### config.mk
export PLATFORM = sky130hd
export DESIGN_NAME = wb_fetch
export DESIGN_NICKNAME = d
export VERILOG_FILES = /design/src/rtl/wb_fetch_pkg.sv /design/src/rtl/wb_fetch_fifo.sv /design/src/rtl/wb_fetch.sv
export SDC_FILE = /design/constraint.sdc
export NUM_CORES = 1
export LEC_CHECK = 0
export BUFFER_PORTS_ARGS = -buffer_cell sky130_fd_sc_hd__buf_2
export CAP_MARGIN = 40
export CORE_MARGIN = 5
export CORE_UTILIZATION = 58
export CTS_CLUSTER_SIZE = 30
export DETAILED_ROUTE_END_ITERATION = 10
export PLACE_DENSITY = 0.84
export SETUP_SLACK_MARGIN = 0.15
export SLEW_MARGIN = 15
export SYNTH_ARGS = -nofsm -noshare
export SYNTH_HDL_FRONTEND = slang
export SYNTH_SLANG_ARGS = --single-unit
### constraint.sdc
create_clock -name clk_i -period 4.5 [get_ports clk_i]
set_clock_uncertainty 0.2 [all_clocks]
set_input_delay 0.225 -clock clk_i [delete_from_list [all_inputs] [get_ports clk_i]]
set_output_delay 0.225 -clock clk_i [all_outputs]
set_load 0.05 [all_outputs]
### src/rtl/wb_fetch_pkg.sv
// Shared helpers for the wb_fetch read-stream master and its FIFO.
`timescale 1ns/1ps
package wb_fetch_pkg;

    function automatic int unsigned fifo_depth(input int unsigned fbits);
        return 32'd1 << fbits;
    endfunction

endpackage

### src/rtl/wb_fetch_fifo.sv
// Small power-of-two FIFO with a registered head word, so data_o is a flop output.
`timescale 1ns/1ps
module wb_fetch_fifo
    import wb_fetch_pkg::*;
#(
    parameter int WIDTH = 8,
    parameter int FBITS = 2
) (
    input  logic             clk_i,
    input  logic             rst_i,
    input  logic             push_i,
    input  logic             pop_i,
    input  logic [WIDTH-1:0] din_i,
    output logic [WIDTH-1:0] dout_o,
    output logic [FBITS:0]   count_o,
    output logic             empty_o,
    output logic             full_o
);
    localparam int DEPTH = int'(fifo_depth(FBITS));
    localparam logic [FBITS:0] L_DEPTH = DEPTH[FBITS:0];

    logic [WIDTH-1:0] r_mem [DEPTH];
    logic [FBITS-1:0] r_wr_ptr;
    logic [FBITS-1:0] r_rd_ptr;
    logic [FBITS:0]   r_count;
    logic [WIDTH-1:0] r_head;
    logic [FBITS-1:0] w_rd_next;
    logic             w_push;
    logic             w_pop;

    assign w_pop     = pop_i && (r_count != '0);
    assign w_push    = push_i && ((r_count != L_DEPTH) || w_pop);
    assign w_rd_next = w_pop ? r_rd_ptr + FBITS'(1) : r_rd_ptr;

    always_ff @(posedge clk_i) begin
        if (w_push) begin
            r_mem[r_wr_ptr] <= din_i;
        end
    end

    always_ff @(posedge clk_i or posedge rst_i) begin
        if (rst_i) begin
            r_wr_ptr <= '0;
            r_rd_ptr <= '0;
            r_count  <= '0;
            r_head   <= '0;
        end else begin
            if (w_push) begin
                r_wr_ptr <= r_wr_ptr + FBITS'(1);
            end
            r_rd_ptr <= w_rd_next;
            case ({w_push, w_pop})
                2'b10:   r_count <= r_count + 1'b1;
                2'b01:   r_count <= r_count - 1'b1;
                default: r_count <= r_count;
            endcase
            // The word being written becomes the head when it lands in the next read slot.
            if (w_push && (r_wr_ptr == w_rd_next)) begin
                r_head <= din_i;
            end else begin
                r_head <= r_mem[w_rd_next];
            end
        end
    end

    assign dout_o  = r_head;
    assign count_o = r_count;
    assign empty_o = (r_count == '0);
    assign full_o  = (r_count == L_DEPTH);

endmodule

### src/rtl/wb_fetch.sv
// Pipelined Wishbone read master: fetches count_i words into a credit-limited
// FIFO and presents them as a valid/ready stream.
`timescale 1ns/1ps
module wb_fetch
    import wb_fetch_pkg::*;
#(
    parameter int WIDTH = 8,
    parameter int CBITS = 10,
    parameter int FBITS = 2,
    parameter int DELAY = 3
) (
    input  logic             clk_i,
    input  logic             rst_i,
    input  logic             start_i,
    input  logic [CBITS-1:0] count_i,
    input  logic             abort_i,
    output logic             busy_o,
    output logic             done_o,
    output logic             m_cyc_o,
    output logic             m_stb_o,
    output logic             m_we_o,
    output logic             m_bst_o,
    input  logic             m_ack_i,
    input  logic             m_wat_i,
    input  logic [WIDTH-1:0] m_dat_i,
    output logic             valid_o,
    input  logic             ready_i,
    output logic [WIDTH-1:0] data_o
);
    localparam int DEPTH = int'(fifo_depth(FBITS));
    localparam logic [FBITS+1:0] L_DEPTH = DEPTH[FBITS+1:0];

    localparam logic [1:0] S_IDLE  = 2'd0;
    localparam logic [1:0] S_FETCH = 2'd1;
    localparam logic [1:0] S_DRAIN = 2'd2;

    typedef enum logic [1:0] {
        IDLE  = S_IDLE,
        FETCH = S_FETCH,
        DRAIN = S_DRAIN
    } state_t;

`ifdef __WB_CLASSIC
    if (1) begin : g_classic_unsupported
        $error("wb_fetch supports pipelined Wishbone only; __WB_CLASSIC must not be defined");
    end
`endif

    if (DELAY < 0) begin : g_bad_delay
        $error("wb_fetch: DELAY must be non-negative");
    end

    state_t           r_state;
    state_t           w_next;
    logic [CBITS-1:0] r_remaining;
    logic [FBITS:0]   r_outstanding;
    logic [FBITS:0]   w_out_next;
    logic             r_done;
    logic             w_done_next;
    logic [FBITS:0]   w_fifo_count;
    logic [FBITS+1:0] w_credit_sum;
    logic             w_fifo_empty;
    logic             w_fifo_full;
    logic             w_issue;
    logic             w_ack_ok;
    logic             w_push;
    logic             w_pop;

    // Credit counts both buffered words and requests still in flight.
    assign w_credit_sum = {1'b0, w_fifo_count} + {1'b0, r_outstanding};

    assign m_stb_o  = (r_state == FETCH) && (r_remaining != '0) && (w_credit_sum < L_DEPTH);
    assign m_cyc_o  = (r_state != IDLE);
    assign busy_o   = (r_state != IDLE);
    assign m_we_o   = 1'b0;
    assign m_bst_o  = m_stb_o && (r_remaining > CBITS'(1));
    assign done_o   = r_done;

    assign w_issue  = m_cyc_o && m_stb_o && !m_wat_i;
    assign w_ack_ok = m_ack_i && (r_outstanding != '0);
    assign valid_o  = !w_fifo_empty;
    assign w_pop    = valid_o && ready_i;
    assign w_push   = w_ack_ok && (!w_fifo_full || w_pop);

    always_comb begin
        w_out_next = r_outstanding;
        case ({w_issue, w_ack_ok})
            2'b10:   w_out_next = r_outstanding + 1'b1;
            2'b01:   w_out_next = r_outstanding - 1'b1;
            default: w_out_next = r_outstanding;
        endcase
    end

    always_comb begin
        w_next      = r_state;
        w_done_next = 1'b0;
        case (r_state)
            IDLE: begin
                if (start_i) begin
                    if (count_i != '0) begin
                        w_next = FETCH;
                    end else begin
                        w_done_next = 1'b1;
                    end
                end
            end
            FETCH: begin
                if (abort_i || (w_issue && (r_remaining == CBITS'(1)))) begin
                    w_next = DRAIN;
                end
            end
            DRAIN: begin
                if (w_out_next == '0) begin
                    w_next      = IDLE;
                    w_done_next = 1'b1;
                end
            end
            default: w_next = IDLE;
        endcase
    end

    always_ff @(posedge clk_i or posedge rst_i) begin
        if (rst_i) begin
            r_state       <= IDLE;
            r_remaining   <= '0;
            r_outstanding <= '0;
            r_done        <= 1'b0;
        end else begin
            r_state       <= w_next;
            r_done        <= w_done_next;
            r_outstanding <= w_out_next;
            if ((r_state == IDLE) && start_i) begin
                r_remaining <= count_i;
            end else if (w_issue) begin
                r_remaining <= r_remaining - CBITS'(1);
            end
        end
    end

    wb_fetch_fifo #(
        .WIDTH (WIDTH),
        .FBITS (FBITS)
    ) u_fifo (
        .clk_i   (clk_i),
        .rst_i   (rst_i),
        .push_i  (w_push),
        .pop_i   (w_pop),
        .din_i   (m_dat_i),
        .dout_o  (data_o),
        .count_o (w_fifo_count),
        .empty_o (w_fifo_empty),
        .full_o  (w_fifo_full)
    );

endmodule

==> results by group <==
Synthesis
  – Synth Net Count: 329
  – Post-synth EDFFs: 32
  – Sequential share of the synthesized area: 51.4%
  – Yosys cell types: 60
  – Cell count after synthesis: slightly below 300
  – Synth Register Bits: 63
  – Top FF cell, synth: edfxtp_1
  – Post-Syn Area per Cell: approximately 12 sq um
  – YS warnings: 0
  – Ys async rst share: approximately half
  – Netlist Area Pre-Place: 3380 sq um

Min path
  – Hold depth: 3
  – Hold Startpoint: count_i[9]
  – Worst hold endpoint: r_remaining[9]$_DFFE_PP0P_
  – Worst hold path class: in2reg

Route
  – Via-to-Cell Ratio: ~5.8
  – # DRC: 0
  – Starting DRT DRC Count: 150
  – Final ANT Viol Nets: 0
  – First-pass detailed-route iteration total: 4
  – Wirelength, routed: ~7000 um
  – Routed vias: about 2500
  – Detailed-route wire length per cell: 16.6 um

Global routing
  – Vias in the first global route: 2347
  – Gr usage total: 19.5%
  – Initial antenna violation count: 0
  – Largest net degree at the start of global routing: 35
  – Grt ovf: 0
  – Global-route wire length before repair: 11100 um

STA
  – Setup violations, final: 0
  – Final hold slack: between 0.015 and 0.02 ns
  – Final Max Tran Viols: 0
  – Tmin final: 3.66 ns
  – Actual slew at the worst max-slew pin: just over 0.9 ns
  – Setup TNS: 0 ns
  – Slew HR: about two fifths
  – RSZ-0062 raised after global routing: false
  – Final hold violation count: 0
  – Final worst path period share: a little over 80%
  – Fmax: 273 MHz
  – Worst setup margin: between 0.8 and 0.9 ns

Final layout
  – Syn-to-layout area delta: 17.5%
  – Final #Nets: about 380
  – Commonest cells after routing, fill and taps aside: buf_2, edfxtp_1, dfrtp_1
  – Diodes inserted: 0
  – Ratio of cells with drive above 1 in the final layout: approximately 25%
  – Most common cell after layout, fill and taps aside: buf_2

Clock tree
  – CTS tree: yes
  – Gates resized, CTS repair: 0
  – Clock sinks: 63
  – Clock Latency Late Sink: 0.34 ns
  – Clock-pin slew on the worst setup and hold paths: roughly 0.07 ns
  – Clock buffer depth: 2
  – Root Buffer: clkbuf_8
  – Total CTS buffers: 9
  – H-tree levels: 3

Power and ir drop
  – Sw Pwr: approximately 1.2 mW
  – Int Pwr: 1.60 mW
  – Combinational Power Share: between 40% and 50%
  – Sw frac: approximately 43%
  – Max VDD drop: between 0.4 and 0.5 mV
  – Leakage: 1.56 nW
  – Flop pwr share: 36.4%
  – Share of power burned in the clock network: between 15 and 20%
  – Pwr per Cell Area: around 710 nW/um^2

Worst setup path
  – FF-to-FF End: r_state[1]$_DFFE_PP0P_
  – Setup CP Type: reg2reg
  – Worst R2R Start: u_fifo.count_o[2]$_DFFE_PP0P_
  – Kind of end point of the critical path: flip-flop
  – Worst Path Required: approximately 4.5 ns
  – Flop-to-flop setup slack: roughly 0.84 ns
  – Crit path max fanout: 8
  – CP Data Arrival Time: about 3.7 ns
  – R2r worst-path depth: 13
  – Startpoint Class: flip-flop

Floorplan
  – IO Count: 40
  – Die H: between 80 and 90 um
  – Starting Density: 60.7%
  – Die X: roughly 86 um
  – Die Area: around 7500 sq um
  – # rows: 27
  – Core area: 5570 sq um

Placed design
  – Pre-CTS setup slack: between 0.8 and 0.9 ns
  – # port buffers: 38
  – Post-DP HPWL: roughly 4600 um
  – RD Place Congestion: roughly 0.83

Job
  – Max Cap Violations: 0

Outcome
  – Status: completed
[metal layers]
layer  track usage [%]  wire length, um  vias to the layer above
met3              4.75              393                       12
met4              9.35              127                        0
met2              30.4             3350                       64
met1              25.7             3130                     1187
li1                  -                -                     1195
met5                 0                0                        -
[critical path, stage by stage (launching register included)]
cell and delay [ns]:
dfrtp_1 0.43, ha_1 0.30, or3_4 0.34, or3b_1 0.49, a31oi_4 0.31, inv_2 0.11, ha_1 0.23, inv_1 0.08
fa_1 0.18, xor2_1 0.09, o21a_1 0.18, nor4_1 0.41, nor2_1 0.07, o2bb2ai_1 0.13
[cell type report]
class	count	area (sq um)
Clock buffer	9	124
Clock inverter	7	73.8
Fill cell	379	1600
Inverter	18	67.6
Multi-Input combinational cell	192	1470
Sequential cell	63	1740
Tap cell	72	90.1
Timing Repair Buffer	60	410
[power groups by stage]
stage / Combinational, mW / Clock (mW) / Sequential (mW)
final: 1.31 / 0.485 / 1.02
after global routing: 1.43 / 0.518 / 1.05
after CTS: 1.27 / 0.491 / 1.05
after detailed placement: 1.25 / 0 / 1.06
after global placement: 1.20 / 0 / 1.05
after floorplan: 0.982 / 0 / 1.08
[state kept, by name (all words and copies together), names as in the netlist]
register         count
done_o               1
u_fifo.r_wr_ptr      2
r_remaining         10
u_fifo.dout_o        8
u_fifo.count_o       3
u_fifo.r_mem        32
r_outstanding        3
u_fifo.r_rd_ptr      2
r_state              2
[cells by family (layout without fill, tap and decap cells)]
kind of cell               Yosys count  count (layout)  share of synthesized area, %
buffers and inverters               37              94                          5.18
muxes                               19              19                          6.22
xor gates and xnor gates            13              13                          3.59
DFF                                 63              63                          51.4
AOI/OAI and AO/OA                   53              53                          12.6
and+or+nand+nor                     94              94                          16.0
adders and majority gates           12              12                          4.89
other                                1               1                         0.111
[Yosys cell counts, drive strengths merged (2+ instances only)]
| library cell | n | area share (%) |
|---|---|---|
| dfrtp | 31 | 23 |
| buf | 11 | 2.3 |
| edfxtp | 32 | 28 |
| nor2 | 19 | 2.1 |
| xnor2 | 10 | 2.8 |
| nand2b | 2 | 0.37 |
| mux2i | 3 | 0.89 |
| a22oi | 8 | 1.8 |
| or3 | 11 | 2.2 |
| or2 | 2 | 0.37 |
| clkbuf | 8 | 0.93 |
| o221a | 2 | 0.67 |
| o21ai | 8 | 1.2 |
| o31a | 2 | 0.52 |
| nor4 | 6 | 1.6 |
| nor3 | 14 | 2.1 |
| and3 | 2 | 0.41 |
| o21a | 2 | 0.44 |
| mux2 | 16 | 5.3 |
| a31oi | 4 | 1.2 |
| and2 | 5 | 0.93 |
| nand3b | 8 | 1.8 |
| inv | 18 | 2.0 |
| a21oi | 3 | 0.44 |
| o31ai | 9 | 2.4 |
| o221ai | 8 | 2.1 |
| ha | 10 | 3.7 |
| nand3 | 6 | 1.3 |
| fa | 2 | 1.2 |
| nand2 | 12 | 1.4 |
| xor2 | 3 | 0.78 |
[per-stage QoR]
step	utilization, %	instances	instance area [sq um]	power, mW
detailed placement	64.0	385	3570	2.31
floorplan	-	292	3380	2.06
finish	71.2	421	3970	2.82
CTS	71.0	420	3960	2.81
global placement	64.0	385	3570	2.25
global route	71.2	421	3970	3.00
[repair_timing]
action / in CTS / in global routing
setup endpoints to repair: 0 / 0
hold buffers: 19 / 0
endpoints found under the hold margin: 80 / 0
setup buffers: 0 / 0
[worst max-delay path by stage]
stage,from,endpoint,slack (ns),cells past startpoint
finish,u_fifo.count_o[2]$_DFFE_PP0P_,r_state[1]$_DFFE_PP0P_,0.84,13
global route,u_fifo.count_o[2]$_DFFE_PP0P_,r_state[1]$_DFFE_PP0P_,0.67,13
CTS,u_fifo.count_o[2]$_DFFE_PP0P_,r_state[1]$_DFFE_PP0P_,0.84,13
detailed placement,u_fifo.count_o[2]$_DFFE_PP0P_,r_state[1]$_DFFE_PP0P_,0.87,13
global placement,u_fifo.count_o[2]$_DFFE_PP0P_,r_state[1]$_DFFE_PP0P_,1.02,13
floorplan,u_fifo.count_o[2]$_DFFE_PP0P_,r_state[1]$_DFFE_PP0P_,1.18,14
Note: power is estimated with default switching activity, not from simulation.
